==> config.mk <==
export PLATFORM = sky130hd
export DESIGN_NAME = fmint_ram_arbiter
export DESIGN_NICKNAME = d
export VERILOG_FILES = /design/src/rtl/fmint_ram_arbiter.sv
export SDC_FILE = /design/constraint.sdc
export NUM_CORES = 1
export LEC_CHECK = 0
export ABC_AREA = 0
export CAP_MARGIN = 25
export CORE_MARGIN = 5
export CORE_UTILIZATION = 25
export CTS_CLUSTER_DIAMETER = 40
export DETAILED_ROUTE_END_ITERATION = 10
export PLACE_DENSITY = 0.47
export SLEW_MARGIN = 10
export SYNTH_ARGS = -nofsm -noshare
export SYNTH_HDL_FRONTEND = slang
export SYNTH_SLANG_ARGS = --single-unit
export TNS_END_PERCENT = 30
==> constraint.sdc <==
create_clock -name clk -period 3.2 [get_ports clk]
set_clock_uncertainty 0.15 [all_clocks]
set_input_delay 0.48 -clock clk [delete_from_list [all_inputs] [get_ports clk]]
set_output_delay 0.48 -clock clk [all_outputs]
set_load 0.01 [all_outputs]
==> src/rtl/fmint_ram_arbiter.sv <==
// Single-port access controller for the feature-map tile RAM.
// A producer (writes) and a consumer (reads) share the RAM under round-robin
// arbitration. Between tiles the block can run a zero-fill sweep of the whole
// RAM. Accesses at addr >= N_ELEM are granted but suppressed, and they raise a
// sticky error flag.
//
// state | meaning
// SERVE | arbitrate producer/consumer requests (reset state)
// CLEAR | zero-fill sweep, one address per cycle, requests stalled
module fmint_ram_arbiter #(
  parameter  int N_ELEM = 16,
  parameter  int PX_W_P = 8,
  localparam int AW     = $clog2(N_ELEM + 1)
) (
  input  logic              clk,
  input  logic              rst,
  input  logic              clr_start,
  output logic              clr_busy,
  output logic              clr_done,
  input  logic              wr_req,
  input  logic [AW-1:0]     wr_addr,
  input  logic [PX_W_P-1:0] wr_data,
  output logic              wr_gnt,
  input  logic              rd_req,
  input  logic [AW-1:0]     rd_addr,
  output logic              rd_gnt,
  output logic              rd_valid,
  output logic [PX_W_P-1:0] rd_data,
  output logic              err,
  output logic [AW-1:0]     ram_addr,
  output logic [PX_W_P-1:0] ram_data,
  output logic              ram_write,
  input  logic [PX_W_P-1:0] ram_res
);

  typedef enum logic {SERVE, CLEAR} state_t;

  state_t              state, state_d;
  logic                prio, prio_d;
  logic [AW-1:0]       cnt, cnt_d;
  logic [AW-1:0]       addr_q;
  logic [PX_W_P-1:0]   data_q;
  logic [PX_W_P-1:0]   rd_hold;
  logic                rd_valid_q;
  logic                rd_oob;
  logic                err_clr;
  logic                wr_in_range;
  logic                rd_in_range;

  assign wr_in_range = (wr_addr < AW'(N_ELEM));
  assign rd_in_range = (rd_addr < AW'(N_ELEM));

  // A read scheduled just before reset is dropped, so rst masks the data path.
  assign rd_valid = rd_valid_q & ~rst;
  assign rd_data  = rst ? '0 : (rd_valid_q ? (rd_oob ? '0 : ram_res) : rd_hold);

  // Next-state, grant and RAM port decode; RAM port holds its last value when idle.
  always_comb begin
    state_d   = state;
    prio_d    = prio;
    cnt_d     = cnt;
    err_clr   = 1'b0;
    wr_gnt    = 1'b0;
    rd_gnt    = 1'b0;
    clr_busy  = 1'b0;
    ram_write = 1'b0;
    ram_addr  = addr_q;
    ram_data  = data_q;
    case (state)
      SERVE: begin
        if (clr_start) begin
          state_d = CLEAR;
          cnt_d   = '0;
          err_clr = 1'b1;
        end else if (wr_req && (!rd_req || !prio)) begin
          wr_gnt    = 1'b1;
          prio_d    = 1'b1;
          ram_addr  = wr_addr;
          ram_data  = wr_data;
          ram_write = wr_in_range;
        end else if (rd_req) begin
          rd_gnt   = 1'b1;
          prio_d   = 1'b0;
          ram_addr = rd_addr;
        end
      end
      CLEAR: begin
        clr_busy  = 1'b1;
        ram_addr  = cnt;
        ram_data  = '0;
        ram_write = 1'b1;
        cnt_d     = cnt + AW'(1);
        if (cnt == AW'(N_ELEM - 1)) state_d = SERVE;
      end
      default: state_d = SERVE;
    endcase
    if (rst) begin
      wr_gnt    = 1'b0;
      rd_gnt    = 1'b0;
      clr_busy  = 1'b0;
      ram_write = 1'b0;
      ram_addr  = '0;
      ram_data  = '0;
    end
  end

  // State, arbitration pointer, sweep counter, read pipeline and error flag.
  always_ff @(posedge clk) begin
    if (rst) begin
      state      <= SERVE;
      prio       <= 1'b0;
      cnt        <= '0;
      addr_q     <= '0;
      data_q     <= '0;
      rd_valid_q <= 1'b0;
      rd_oob     <= 1'b0;
      rd_hold    <= '0;
      err        <= 1'b0;
      clr_done   <= 1'b0;
    end else begin
      state      <= state_d;
      prio       <= prio_d;
      cnt        <= cnt_d;
      addr_q     <= ram_addr;
      data_q     <= ram_data;
      rd_valid_q <= rd_gnt;
      rd_oob     <= rd_gnt & ~rd_in_range;
      if (rd_valid) rd_hold <= rd_data;
      if (err_clr) err <= 1'b0;
      else if ((wr_gnt && !wr_in_range) || (rd_gnt && !rd_in_range)) err <= 1'b1;
      clr_done   <= (state == CLEAR) && (state_d == SERVE);
    end
  end

endmodule

Word level (Yosys, flattened, before mapping)
Cells that the tools add are included.

storage, ports and cells
  output and inout bits = 28
  bits in registers = 32
  logic and storage cells = 70

operators by class
  reductions and logical operators = 13
  magnitude comparators = 2
  eq/ne operators = 2
  add/subtract/negate cells = 1
  muxes and demuxes = 35
  bitwise operators = 7

operators by type and width
  cell                 count
  $mux 8               6
  $mux 5               5
  $pmux 5 s2           2
  $mux 1               19
  $pmux 8 s2           1
  $lt 5x5->1 const B   2
  $add 5x1->5 const B  1
  $eq 5x4->1 const B   1
  $not 1->1            5
  $logic_and 1x1->1    4
  $logic_not 1->1      4
  $pmux 1 s2           2
  $reduce_and 3->1     1
  $and 1x1->1          2
  $logic_or 1x1->1     2
  $ne 2x2->1 const B   1
  $reduce_bool 2->1    1
  $reduce_or 2->1      1

Depth between registers and ports, before layout
Gate-level depths: netlist of run 1.

  word-level depth = 9
  depth in mapped cells = 6
  depth with buffers taken out = 6

Worst setup path before layout of run 1
No wires, ideal clock.

  path kind = input port to output port
  start = in wr_req
  end = out ram_addr[4]
  required time = 2.570 ns
  path buffers = 2
  stages on the path = 5
  data arrival time = 1.845 ns
  setup slack = 0.725 ns
  path through = buf_4 -> nand2b_4 -> buf_8 -> a311o_2 -> a2111oi_0

between the ends
  longest elaborated chain between the ends = 5

ends and longest elaborated chain
  element             line  source
  start: declaration  20    input logic wr_req,
  $logic_and 1x1->1   75    end else if (wr_req && (!rd_req || !prio)) begin
  $mux 5              75
  $mux 5              71    if (clr_start) begin
  $pmux 5 s2          69    case (state)
  $mux 5              97    if (rst) begin
  end: declaration    30    output logic [AW-1:0] ram_addr,

No other way between the ends.

Worst setup path after layout of run 1
  start = in clr_start
  end = out ram_addr[2]

between the ends
  longest elaborated chain between the ends = 3

ends and longest elaborated chain
  element             line  source
  start: declaration  17    input logic clr_start,
  $mux 5              71
  $pmux 5 s2          69
  $mux 5              97

No other way between the ends.

==> results.toml, run 1 <==
[status]
status = "completed"

[yosys]
syn_avg_cell_area_sq_um = 7.786
synth-xor-area-share = 0
synth_compound_area_frac = 0.2657
synth-simple-area-share = 0.2434
synth_top_family_by_area = "compound AO/OA/AOI/OAI gates"
synth_area_sq_um = 1573
synth_nets = 235
yosysSeqAreaShare = 0.4073
synth-adder-area-share = 0.01591
synth_warnings = 0
ys_ff_latch = 32
synth_mux_area_frac = 0
syn_inst = 202
synth_cell_types = 31

[job]
max_cap_violations = 0

[sta]
setup_violations = 0
maxClockFrequency_mhz = 331.5
rsz0062_at_grt = "false"
tightest_slew_ps = 530.6
drv_slew = 0
min_period_ps = 3017
post-route-period-util = 0.9427
slew_headroom = 0.6455
hold_viol = 0

[worst_setup_path]
crit_fanout = 10
criticalPathCategory = "in -> out"
timing.rr.end = "addr_q[4]"
start_kind = "input port"
rr_startpoint = "prio"
end_kind = "output port"
reg2reg_slack_ps = 1530
reg2regPathDepth = 4
required_ps = 2570
critical_path_arrival_ps = 2390

[die]
core_area_sq_um = 6026
die_x_um = 89.32
row_count = 28
pin_count = 59
start_util = 0.2610
die_area_sq_um = 7977
die_y_um = 89.32

[layout]
stdcell_count = 346
drive_gt1_frac = 0.1328
final_cell_mix = "52 x clkdlybuf4s50_1, 37 x a21oi_1, 34 x nor2_1, 32 x dfxtp_1, 19 x nand2_1"
layout_commonest_cell = "clkdlybuf4s50_1"
fin_util = 0.4043
areaGrowthSynthToFinish_pct = 54.89
fin_area_sq_um = 2436
diodes = 0
nets = 303

[placed_design]
dp_hpwl_mm = 3.441
postPlaceCellArea_sq_um = 2326
io_buffers = 58
dp_cells = 338
gp_congestion = 0.7791

[grt]
grt_pass1_vias = 1520
grt.overflow.total = 0
grt_use_total = 0.1158
grt_start_max_net_pins = 24
grt_pass1_wl_mm = 7.189
antenna_found_initial = 0

[power_and_ir_drop]
total_power_mw = 0.9321
power_leakage_nw = 0.9927
vdd_drop_max_mv = 0.2099
p_per_area_nw_per_um2 = 382.6

[cts]
clk_pin_slew_ps = 70
cts_resized = 1
cts_tree = "done"
h-tree-depth = 2
clockBufferDepth = 2
root_buffer = "clkbuf_8"
numCtsBuffers = 5
holdBufCountCts = 0
cts_setup_buffers = 0
cts.sinks = 32
clk_latency_ps = 280

[route]
drc = 0
dr.pass1.iters = 4
wirelength_mm = 4.564
drtIter0Drc = 88
final_antenna_net_count = 0
vias = 1624
via_per_inst = 4.694
post_drt_wl_per_cell_um = 13.19

[hold_path]
hp-class = "reg -> reg"
worstHoldStart = "data_q[2]"
whs_path_depth = 2
whs_endpoint = "data_q[2]"
==> through the flow <==
stage / setup slack, ps / setup TNS [ps] / hold WS (ps)
finish: 183.5 / 0 / 315.2
global route: 90.83 / 0 / 347.8
CTS: 21.88 / 0 / 317.0
detailed placement: -16.20 / -16.20 / 307.1
global placement: -33.11 / -33.11 / 303.2
floorplan: 725.3 / 0 / 294.2
==> per-layer routing <==
| metal | part of all wire | global-route usage |
|---|---|---|
| met4 | 0.0083 | 0.03248 |
| met5 | 0 | 0 |
| met3 | 0.070 | 0.04147 |
| met1 | 0.49 | 0.1568 |
| met2 | 0.43 | 0.1735 |
==> registers in the layout (all words and copies together) (netlist names), 5 cells and up <==
name	count
data_q	8
cnt	5
rd_hold	8
addr_q	5
==> Yosys cell counts <==
cell,number,area (sq um)
a2111oi_0,8,70.07
a21o_1,1,7.510
a21oi_1,37,185.2
a21oi_2,1,8.760
a221oi_1,7,61.31
a311o_1,3,30.03
a311o_2,1,11.26
a311oi_1,2,17.52
and2_1,2,12.51
and3_1,1,6.260
and4b_2,2,22.52
buf_2,1,5.000
buf_4,1,7.510
buf_8,1,15.01
clkbuf_1,13,48.80
dfxtp_1,32,640.6
ha_1,2,25.02
inv_1,8,30.03
nand2_1,19,71.32
nand2b_1,4,25.02
nand2b_4,1,13.76
nand3_1,2,10.01
nand3b_1,1,7.510
nor2_1,34,127.6
nor2b_1,9,56.30
nor3_1,2,10.01
nor3b_1,1,7.510
o21a_1,1,7.510
o21ai_0,2,10.01
o31a_1,1,8.760
or2_2,2,12.51
==> final cells by class <==
class / count / area, sq um
repair buffers: 77 / 747.0
clock buffers: 5 / 68.82
well taps: 75 / 93.84
clock inverters: 3 / 18.77
fillers: 685 / 3590
multi-input cells: 146 / 837.1
inverters: 8 / 30.03
flip-flops and latches: 32 / 640.6
==> report_power, final <==
group	switching, mW	leakage (nW)	internal (mW)
sequential	0.0102	0.260	0.414
clock	0.159	0.0479	0.151
combinational	0.0921	0.684	0.105
==> kinds of logic after synthesis <==
group / after synthesis
buf+inv: 24
flops: 32
compound gates: 64
simple gates: 80
fa+ha+maj: 2
==> worst max-delay path by stage <==
| stage | start | endpoint | slack, ps | depth (start not counted) |
|---|---|---|---|---|
| 6_report | clr_start | ram_addr[2] | 180 | 6 |
| 5_1_grt | clr_start | ram_addr[2] | 90 | 6 |
| 4_1_cts | wr_req | ram_data[1] | 20 | 8 |
| 3_5_place_dp | wr_req | ram_addr[3] | -20 | 7 |
| 3_3_place_gp | wr_req | ram_addr[0] | -30 | 5 |
| 2_1_floorplan | wr_req | ram_addr[4] | 730 | 5 |
==> critical path, cell delays in order <==
cell and delay [ps]:
clkdlybuf4s50_1 480, buf_4 190, buf_4 160, a21oi_1 80, a2111oi_1 390, clkdlybuf4s50_1 600
Power figures use the tool's default switching activity.
==> run 2, diff against run 1 <==
CORE_UTILIZATION = 47   (was 25)
PLACE_DENSITY = 0.81   (was 0.47)
==> results.toml, run 2 (synthesis results as in run 1) <==
[status]
status = "completed"

[sta]
post-route-period-util = 0.9593
rsz0062_at_grt = "false"
drv_slew = 0
min_period_ps = 3070
tightest_slew_ps = 480.6
fin_ws_ps = 130.1
setup_violations = 0
slew_headroom = 0.6790
hold_viol = 0
maxClockFrequency_mhz = 325.7

[die]
start_util = 0.4789
pin_count = 59
row_count = 21
die_y_um = 67.85
die_area_sq_um = 4603
core_area_sq_um = 3284
die_x_um = 67.85

[route]
final_antenna_net_count = 0
post_drt_wl_per_cell_um = 12.85
wirelength_mm = 4.072
drc = 0
dr.pass1.iters = 4
vias = 1659
drtIter0Drc = 86
via_per_inst = 5.233

[grt]
grt_start_max_net_pins = 28
grt_pass1_vias = 1538
grt.overflow.total = 0
grt_pass1_wl_mm = 6.624
antenna_found_initial = 0
grt_use_total = 0.1917

[power_and_ir_drop]
power_leakage_nw = 1.040
p_per_area_nw_per_um2 = 362.0
total_power_mw = 0.8519
vdd_drop_max_mv = 0.2547

[layout]
diodes = 0
reg_top3 = "data_q x8, rd_hold x8"
layout_commonest_cell = "clkdlybuf4s50_1"
final_cell_mix = "46 x clkdlybuf4s50_1, 37 x a21oi_1, 34 x nor2_1, 32 x dfxtp_1"
nets = 303
areaGrowthSynthToFinish_pct = 49.64
drive_gt1_frac = 0.1218

[worst_setup_path]
required_ps = 2570
end_kind = "output port"
crit_fanout = 8
critical_path_arrival_ps = 2440
criticalPathCategory = "in -> out"
start_kind = "input port"

[cts]
cts.sinks = 32
clk_pin_slew_ps = 90
cts_tree = "done"
clockBufferDepth = 2
h-tree-depth = 2
root_buffer = "clkbuf_4"
numCtsBuffers = 5
clk_latency_ps = 340

[job]
max_cap_violations = 0

[placed_design]
gp_congestion = 0.8148
dp_hpwl_mm = 3.071
io_buffers = 58
pre_cts_slack_ps = -71.01

[hold_path]
hp-class = "reg -> reg"
run 2: cell types whose count changed in the layout (fill, tap and decap cells not counted), sizes merged:
cell | before | now
clkdlybuf4s50 | 52 | 46
dlygate4sd2 | 1 | 5
clkbuf | 5 | 8
clkinv | 3 | 0
dlymetal6s2s | 5 | 7
run 2: worst paths after layout:
check / from / end / slack, ps / cells after the start
hold reg to reg: data_q[1] / data_q[1] / 320 / 2
setup reg to reg: prio / addr_q[2] / 1490 / 5
setup / recovery: rd_req / ram_addr[1] / 130 / 5
hold / removal: data_q[1] / data_q[1] / 320 / 2
run 2: power by group:
| part | internal (mW) | leakage [nW] | switching (mW) |
|---|---|---|---|
| Sequential | 0.414 | 0.260 | 0.0101 |
| Combinational | 0.101 | 0.747 | 0.0870 |
| Clock | 0.108 | 0.0326 | 0.131 |
| Total | 0.623 | 1.04 | 0.228 |
run 2: what timing repair did:
action	4_1_cts	5_1_grt
gates resized for setup	7	9
setup endpoints to repair	7	8
hold buffers	0	0
buffers inserted	0	0
run 2: layout make-up:
type	count	area [sq um]
clock buffers	8	58.81
fillers	268	930.9
inverters	8	30.03
multi-input cells	146	832.0
flip-flops and latches	32	640.6
well taps	46	57.56
repair buffers	77	734.5
run 2: stage by stage:
stage | hold WS (ps) | TNS, ps | instance area [sq um] | utilization | instances
after floorplan | 294.2 | 0 | 1573 | - | 202
after global routing | 342.9 | 0 | 2354 | 0.7166 | 317
final | 323.1 | 0 | 2354 | 0.7166 | 317
after CTS | 328.3 | 0 | 2333 | 0.7105 | 317
after global placement | 301.9 | -102.3 | 2277 | 0.6933 | 309
after detailed placement | 314.1 | -132.3 | 2277 | 0.6933 | 309
run 2: critical path, stage by stage:
cell and delay (ps):
clkdlybuf4s50_1 530, buf_4 200, a311o_1 260, a2111oi_1 360, clkdlybuf4s50_1 610
run 2: routing by layer:
layer	GRT usage	share of wire	up-vias
li1	-	-	849
met5	0	0	-
met3	0.05419	0.063	8
met4	0.09677	0.020	0
met1	0.2162	0.43	763
met2	0.3293	0.48	39
==> run 3, diff against run 2 <==
CORE_UTILIZATION = 44   (was 47)
PLACE_DENSITY = 0.77   (was 0.81)
clock period = 3.4 ns   (was 3.2 ns; I/O delays follow)
==> results.toml, run 3 (synthesis results as in run 1) <==
[cts]
clockBufferDepth = 2
cts_setup_buffers = 0
cts_tree = "done"
clk_pin_slew_ps = 90
cts.sinks = 32
holdBufCountCts = 0
clk_latency_ps = 310
root_buffer = "clkbuf_4"
h-tree-depth = 2
numCtsBuffers = 5

[sta]
fin_ws_ps = 183.1
post-route-period-util = 0.9462
finalSetupTns_ps = 0
hold_slack_ps = 316.3
drv_slew = 0
rsz0062_at_grt = "false"
tightest_slew_ps = 603.5
setup_violations = 0
maxClockFrequency_mhz = 310.9
slew_headroom = 0.5971
min_period_ps = 3217
hold_viol = 0

[hold_path]
whs_endpoint = "data_q[7]"
hp-class = "reg -> reg"
whs_path_depth = 2
worstHoldStart = "data_q[7]"

[worst_setup_path]
crit_chain = "clkdlybuf4s50_1 -> nand2b_4 -> a311o_2 -> a2111oi_0 -> clkdlybuf4s50_1"
crit_fanout = 11
cpMostUsedCell = "clkdlybuf4s50_1"
end_kind = "output port"
rr_startpoint = "state"
timing.rr.end = "cnt[2]"
start_kind = "input port"
criticalPathCategory = "in -> out"
crit_family = "buffers and inverters"
reg2regPathDepth = 4
worst-path-buf-inv = 2
reg2reg_slack_ps = 1670
cp-startpoint = "wr_req"
critical_path_arrival_ps = 2560
required_ps = 2740
cpMaxStageDelayCell = "clkdlybuf4s50_1"
cpPeakStageDelay_ps = 620

[grt]
grt_start_max_net_pins = 18
grt_pass1_wl_mm = 6.817
grt.overflow.total = 0
grt_use_total = 0.1672
grt_pass1_vias = 1557
antenna_found_initial = 0

[die]
die_y_um = 69.79
die_x_um = 69.79
start_util = 0.4640
pin_count = 59
die_area_sq_um = 4870
core_area_sq_um = 3390
row_count = 21

[layout]
areaGrowthSynthToFinish_pct = 43.44
fin_area_sq_um = 2256
reg_top3 = "data_q x8, rd_hold x8"
layout_commonest_cell = "clkdlybuf4s50_1"
n_fill_cell = 297
final_cell_mix = "57 x clkdlybuf4s50_1, 37 x a21oi_1, 34 x nor2_1, 32 x dfxtp_1, 19 x nand2_1"
regArea_sq_um = 640.6
multiInputGateArea_sq_um = 830.8
nets = 293
diodes = 0
fin_util = 0.6656
drive_gt1_frac = 0.08846

[route]
dr.pass1.iters = 4
drtIter0Drc = 113
wirelength_mm = 3.949
via_per_inst = 5.150
post_drt_wl_per_cell_um = 12.91
vias = 1576
drc = 0
final_antenna_net_count = 0

[placed_design]
dp_hpwl_mm = 2.948
gp_congestion = 0.8497
io_buffers = 58
pre_cts_slack_ps = 96.33
postPlaceCellArea_sq_um = 2202

[power_and_ir_drop]
power_leakage_nw = 0.8568
p_per_area_nw_per_um2 = 338.0
vdd_drop_max_mv = 0.2672

[status]
status = "completed"

[job]
max_cap_violations = 0
## run 3: cell count changes in the layout (fill, tap and decap cells not counted)
| cell | delta |
|---|---|
| a2111oi_1 | -1 |
| buf_4 | -10 |
| a2111oi_0 | +1 |
| clkbuf_8 | -1 |
| dlygate4sd2_1 | -5 |
| clkbuf_1 | -1 |
| dlymetal6s2s_1 | -6 |
| clkdlybuf4s50_1 | +11 |
| clkinv_2 | +1 |
## run 3: layout make-up
type	instances	area share
well taps	46	0.02551
repair buffers	67	0.2884
multi-input cells	146	0.3683
clock inverters	1	0.002219
inverters	8	0.01331
clock buffers	6	0.01830
flip-flops and latches	32	0.2840
## run 3: how the worst max path moves through the flow
stage	endpoint	slack [ps]	cells after the start
2_1_floorplan	ram_addr[4]	870	5
3_3_place_gp	ram_addr[2]	150	5
3_5_place_dp	ram_addr[2]	100	5
4_1_cts	ram_addr[2]	90	5
5_1_grt	ram_addr[3]	30	7
6_report	ram_addr[4]	180	5
## run 3: tightest hold or removal path, stage by stage (launching register included)
cell     delay, ps
dfxtp_1        310
nand2_1         60
a21oi_1         60
## run 3: metrics by stage
stage	total power [mW]	std cells
after floorplan	0.4953	202
after CTS	0.7712	306
after global placement	0.5750	299
after detailed placement	0.5758	299
final	0.7625	306
after global routing	0.8091	306
## run 3: timing repair
item	in CTS	in global routing
setup endpoints to repair	0	5
hold endpoints to repair	0	0
resized for setup	0	4
## run 3: routing by layer
metal,GRT usage,vias to the layer above,share of wire
met5,0,-,0
met2,0.2791,44,0.46
met3,0.06087,5,0.076
met4,0.05532,0,0.010
li1,-,825,-
met1,0.1974,702,0.45
## run 3: where the power goes
part	switching [mW]	internal, mW
clock	0.117	0.0761
combinational	0.0776	0.0899
sequential	0.0123	0.390
